<file path="src/rtl/tmr_majority_voter.sv">
// N_CH-way bitwise majority voter with a registered output, per-channel
// saturating mismatch counters and sticky fault flags.
module tmr_majority_voter #(
   parameter int N_CH     = 3,
   parameter int WIDTH    = 8,
   parameter int CNT_W    = 8,
   parameter int FAULT_TH = 4
) (
   input  logic                    clk,
   input  logic                    rst,
   input  logic                    in_valid,
   input  logic [N_CH*WIDTH-1:0]   in_data,
   input  logic                    clr_cnt,
   output logic                    out_valid,
   output logic [WIDTH-1:0]        out_data,
   output logic [N_CH-1:0]         mismatch,
   output logic [N_CH-1:0]         fault,
   output logic [N_CH*CNT_W-1:0]   err_cnt
);

   // Per-channel tracker states
   // state       | meaning
   // ST_OK       | channel agreed with the vote on its last valid sample
   // ST_SUSPECT  | channel is in a run of consecutive valid mismatches
   // ST_FAULTED  | run reached FAULT_TH; held until rst or clr_cnt
   typedef enum logic [1:0] {
      ST_OK      = 2'd0,
      ST_SUSPECT = 2'd1,
      ST_FAULTED = 2'd2
   } ch_state_t;

   localparam logic [7:0] TH_M1 = 8'(FAULT_TH - 1);

   if (N_CH < 3 || N_CH > 7 || (N_CH % 2) == 0) begin : g_bad_n_ch
      $error("tmr_majority_voter: N_CH must be odd and within 3..7");
   end
   if (FAULT_TH < 1 || FAULT_TH > 255) begin : g_bad_fault_th
      $error("tmr_majority_voter: FAULT_TH must be within 1..255");
   end

   logic [WIDTH-1:0] voted;
   logic [N_CH-1:0]  mis_vec;

   always_comb begin
      voted = '0;
      for (int b = 0; b < WIDTH; b++) begin
         logic [3:0] ones;
         ones = '0;
         for (int k = 0; k < N_CH; k++) begin
            ones = ones + 4'(in_data[k*WIDTH + b]);
         end
         voted[b] = (ones > 4'(N_CH / 2));
      end
   end

   // out_data is only loaded on valid samples so idle-cycle X cannot leak out
   always_ff @(posedge clk or posedge rst) begin
      if (rst) begin
         out_valid <= 1'b0;
         out_data  <= '0;
         mismatch  <= '0;
      end else begin
         out_valid <= in_valid;
         if (in_valid) begin
            out_data <= voted;
            mismatch <= mis_vec;
         end else begin
            mismatch <= '0;
         end
      end
   end

   for (genvar k = 0; k < N_CH; k++) begin : g_ch
      ch_state_t        state_q, state_d;
      logic [7:0]       remain_q, remain_d;
      logic [CNT_W-1:0] cnt_q;
      logic             mis;

      assign mis = |(in_data[k*WIDTH +: WIDTH] ^ voted);
      assign mis_vec[k] = mis;

      always_ff @(posedge clk or posedge rst) begin
         if (rst) begin
            state_q  <= ST_OK;
            remain_q <= '0;
         end else begin
            state_q  <= state_d;
            remain_q <= remain_d;
         end
      end

      // remain_q counts down the mismatches still needed to reach FAULTED
      always_comb begin
         state_d  = state_q;
         remain_d = remain_q;
         if (clr_cnt) begin
            state_d  = ST_OK;
            remain_d = '0;
         end else if (in_valid) begin
            case (state_q)
               ST_OK: begin
                  if (mis) begin
                     if (FAULT_TH == 1) begin
                        state_d = ST_FAULTED;
                     end else begin
                        state_d  = ST_SUSPECT;
                        remain_d = TH_M1;
                     end
                  end
               end
               ST_SUSPECT: begin
                  if (!mis) begin
                     state_d  = ST_OK;
                     remain_d = '0;
                  end else if (remain_q == 8'd1) begin
                     state_d  = ST_FAULTED;
                     remain_d = '0;
                  end else begin
                     remain_d = remain_q - 8'd1;
                  end
               end
               default: ;
            endcase
         end
      end

      always_ff @(posedge clk or posedge rst) begin
         if (rst) begin
            cnt_q <= '0;
         end else if (clr_cnt) begin
            cnt_q <= '0;
         end else if (in_valid && mis && (cnt_q != {CNT_W{1'b1}})) begin
            cnt_q <= cnt_q + 1'b1;
         end
      end

      assign fault[k]                   = (state_q == ST_FAULTED);
      assign err_cnt[k*CNT_W +: CNT_W]  = cnt_q;
   end

endmodule

</file>
<file path="config.mk">
export PLATFORM = sky130hd
export DESIGN_NAME = tmr_majority_voter
export DESIGN_NICKNAME = d
export VERILOG_FILES = /design/src/rtl/tmr_majority_voter.sv
export SDC_FILE = /design/constraint.sdc
export NUM_CORES = 1
export LEC_CHECK = 0
export BUFFER_PORTS_ARGS = -buffer_cell sky130_fd_sc_hd__buf_2
export CORE_MARGIN = 3
export CORE_UTILIZATION = 40
export CTS_BUF_LIST = sky130_fd_sc_hd__clkbuf_8 sky130_fd_sc_hd__clkbuf_16
export CTS_CLUSTER_DIAMETER = 150
export DETAILED_ROUTE_END_ITERATION = 8
export PLACE_DENSITY = 0.72
export SETUP_SLACK_MARGIN = 0.05
export SLEW_MARGIN = 20
export SYNTH_ARGS = -nofsm -noshare
export SYNTH_HDL_FRONTEND = slang
export SYNTH_SLANG_ARGS = --single-unit
</file>
<file path="constraint.sdc">
create_clock -name clk -period 3.6 [get_ports clk]
set_input_delay 0 -clock clk [delete_from_list [all_inputs] [get_ports clk]]
set_output_delay 0 -clock clk [all_outputs]
set_load 0.02 [all_outputs]
</file>
==> flow_summary_export.csv <==
group,metric,value,unit
critical_path,crit_type,"flop to flop",
critical_path,startpoint,"g_ch[1].remain_q[2]",
critical_path,crit_slowest_cell,"nor4_1",
placed_design,hpwl,6.80,mm
final_layout,nets,543,
die,die_w,107,um
synth,netlist_top_cells_area,"dfrtp_1 (41%), ha_1 (5.3%), a21oi_1 (4.8%), nor2_1 (3.8%), xnor2_1 (3.7%)",
die,core_area,9820,sq um
critical_path,startpoint_type,"flop",
route,drt_pass1_iterations,6,
final_layout,fillers,944,
timing,hold_viol,0,
pwr,total_power,2.14,mW
pwr,leakage,2.14,nW
global_routing,grtUsageTotal,16.8,%
critical_path,arrival,2580,ps
critical_path,crit_path_max_fanout,9,
global_routing,grt_max_degree,49,
global_routing,grt.overflow.total,0,
critical_path,endpoint_kind,"flop",
critical_path,crit_buf_inv,0,
route,routedWlPerCell,14.7,um
timing,min_period,2350,ps
critical_path,critical-path-top-delay-family,"simple AND/OR/NAND/NOR gates",
timing,rsz0062_at_grt,"false",
synth,yosysWarnings,0,
run,drv_cap,0,
clock_tree,cts_tree,"built",
clock_tree,hold_buffers,2,
route,drt_iter0_drc,191,
timing,layout_worst_path_cycle_share,65.2,%
die,start_util,41.2,%
synth,ys_seq_area_share,40.8,%
pwr,powerDensity,455,nW/um^2
clock_tree,post_cts_buffers,0,
global_routing,grt_pass1_wl,15.7,mm
clock_tree,htreeDepth,3,
synth,netlist.area_leader.share,40.8,%
worst_hold_path,min_from,"in_data[10]",
clock_tree,cts_root_buf,"clkbuf_8",
status,status,"complete, no violations",
timing,fmax,0.426,GHz
global_routing,antenna_found_initial,0,
route,viasPerCell,5.55,
critical_path,r2r_end,"g_ch[1].state_q[0]",
critical_path,crit_cells,6,
timing,setup_viol,0,
synth,ys_async_sr_fraction,100,%
critical_path,endpoint,"g_ch[1].state_q[0]",
placed_design,port_buffers,66,
final_layout,layout-drive-gt1-share,22.7,%
placed_design,place_congestion,0.894,
synth,avgSynthCellArea,9.32,sq um
clock_tree,ctsResizeCount,0,
clock_tree,clockBufferDepth,2,
synth,yosys.cell_types.count,67,
die,dieArea,11400,sq um
route,drc,0,
critical_path,cp.required,3830,ps
die,ioPinCount,67,
timing,tightest_slew,931,ps
clock_tree,clk_latency,340,ps
synth,synth_nets,479,
route,ant_nets,0,
critical_path,r2r-start,"g_ch[1].remain_q[2]",
timing,skew,10.2,ps
pwr,vdd_drop_max,0.222,mV
synth,synth_ff_type,"dfrtp_1",
critical_path,crit_chain,"nor4_1, and3_1, and2_1, a211oi_2, a21oi_2, mux2_1",
route,via_count,3531,
die,row_count,36,
timing,slew_violations,0,
worst_hold_path,hp-class,"primary input to flop",
synth,syn_area,4050,sq um
synth,synth_area_leader_cell,"dfrtp_1",
critical_path,worst_r2r_path_depth,6,
clock_tree,path_clk_slew,70,ps
critical_path,r2r_slack,1250,ps
timing,tns,0,ps
timing,maxSlewHeadroom,37.8,%
clock_tree,cts_num_sinks,66,
synth,syn_inst,434,
synth,synth-seq-cells,66,
final_layout,antenna_cells,0,
global_routing,grt_pass1_vias,3401,
route,drt_wl_total,9.34,mm
die,die_h,107,um
critical_path,crit_path_max_incr_delay,650,ps
final_layout,syn2layout_area_growth,16.3,%
synth,synth-edff-count,0,
clock_tree,cts_buffers,9,
flip-flops by register name (all words and copies together) (netlist names):
register and cells:
g_ch.cnt_q 24, out_valid 1, out_data 8, g_ch.remain_q 24, g_ch.state_q 6, mismatch 3
worst register-to-register path, stage by stage (launching register included):
cell and delay [ps]:
dfrtp_1 430, nor4_1 650, and3_1 270, and2_1 190, a211oi_2 130, a21oi_2 230
mux2_1 340
placed cells by master (no fill, tap or decap), drive strengths merged, types with 10 or more instances in the layout:
master	netlist	routed
a21oi	47	47
buf	6	67
clkbuf	10	10
dfrtp	66	66
ha	17	17
inv	30	31
nand2	18	18
nand3	14	14
nor2	41	41
nor2b	10	10
nor4	11	11
o21ai	16	16
or3	13	13
xnor2	17	17
Yosys cell counts (6+ instances only):
cell type	count
a21oi_2	8
a21oi_1	39
nand2b_1	6
nor2_1	41
o21ai_0	15
o22ai_1	7
and3_1	9
a211oi_1	6
a31oi_1	6
dfrtp_1	66
inv_1	29
xnor2_1	17
nor4_1	7
nor2b_1	10
ha_1	17
clkbuf_1	10
nor3b_1	8
or3_1	13
nand2_1	18
nand3_1	13
metrics by stage:
stage / hold WS, ps / utilization (%) / cell area, sq um / worst slack, ps / instances
2_1_floorplan: 31.4 / - / 4050 / 1420 / 434
3_3_place_gp: 272 / 45.5 / 4470 / 1080 / 618
3_5_place_dp: 272 / 45.5 / 4470 / 1070 / 618
4_1_cts: 15.4 / 47.9 / 4700 / 1280 / 636
5_1_grt: 36.7 / 47.9 / 4700 / 1070 / 636
6_report: 24.7 / 47.9 / 4700 / 1250 / 636
per-layer routing:
metal / global-route usage [%] / vias up / share of wire, %
met4: 6.03 / 0 / 1.6
met2: 28.5 / 64 / 50
met3: 3.89 / 13 / 3.0
li1: - / 1717 / -
met1: 21.0 / 1737 / 46
met5: 0 / - / 0
logic make-up after synthesis:
kind of cell             Yosys count  share of synthesized area [%]
multiplexers                      10                           2.66
flip-flops                        66                           40.8
buffers and inverters             46                           4.86
XOR/XNOR                          18                           3.90
AO/OA/AOI/OAI                    123                           20.6
AND/OR/NAND/NOR                  154                           21.9
adder cells (fa/ha/maj)           17                           5.26
power by group:
group	switching (mW)	total (mW)	internal, mW	leakage [nW]
Sequential	0.0707	0.882	0.811	0.871
Combinational	0.348	0.576	0.228	1.16
Clock	0.279	0.683	0.404	0.113
Total	0.698	2.14	1.44	2.14
area by class of cell:
| type | instances | area [sq um] | share of cell area (%) |
|---|---|---|---|
| flip-flops and latches | 66 | 1650 | 35.1 |
| clock inverters | 6 | 81.3 | 1.73 |
| repair buffers | 69 | 358 | 7.61 |
| multi-input cells | 322 | 2200 | 46.7 |
| well taps | 133 | 166 | 3.54 |
| inverters | 30 | 113 | 2.39 |
| clock buffers | 10 | 138 | 2.93 |
worst min path at each step:
stage | depth (start not counted) | slack, ps | end
after floorplan | 0 | 30 | out_valid
after global placement | 2 | 270 | out_valid
after detailed placement | 2 | 270 | g_ch[1].cnt_q[4]
after CTS | 3 | 20 | out_data[2]
after global routing | 3 | 40 | out_data[3]
final | 3 | 20 | out_data[2]
(Power assumes the default switching activity.)
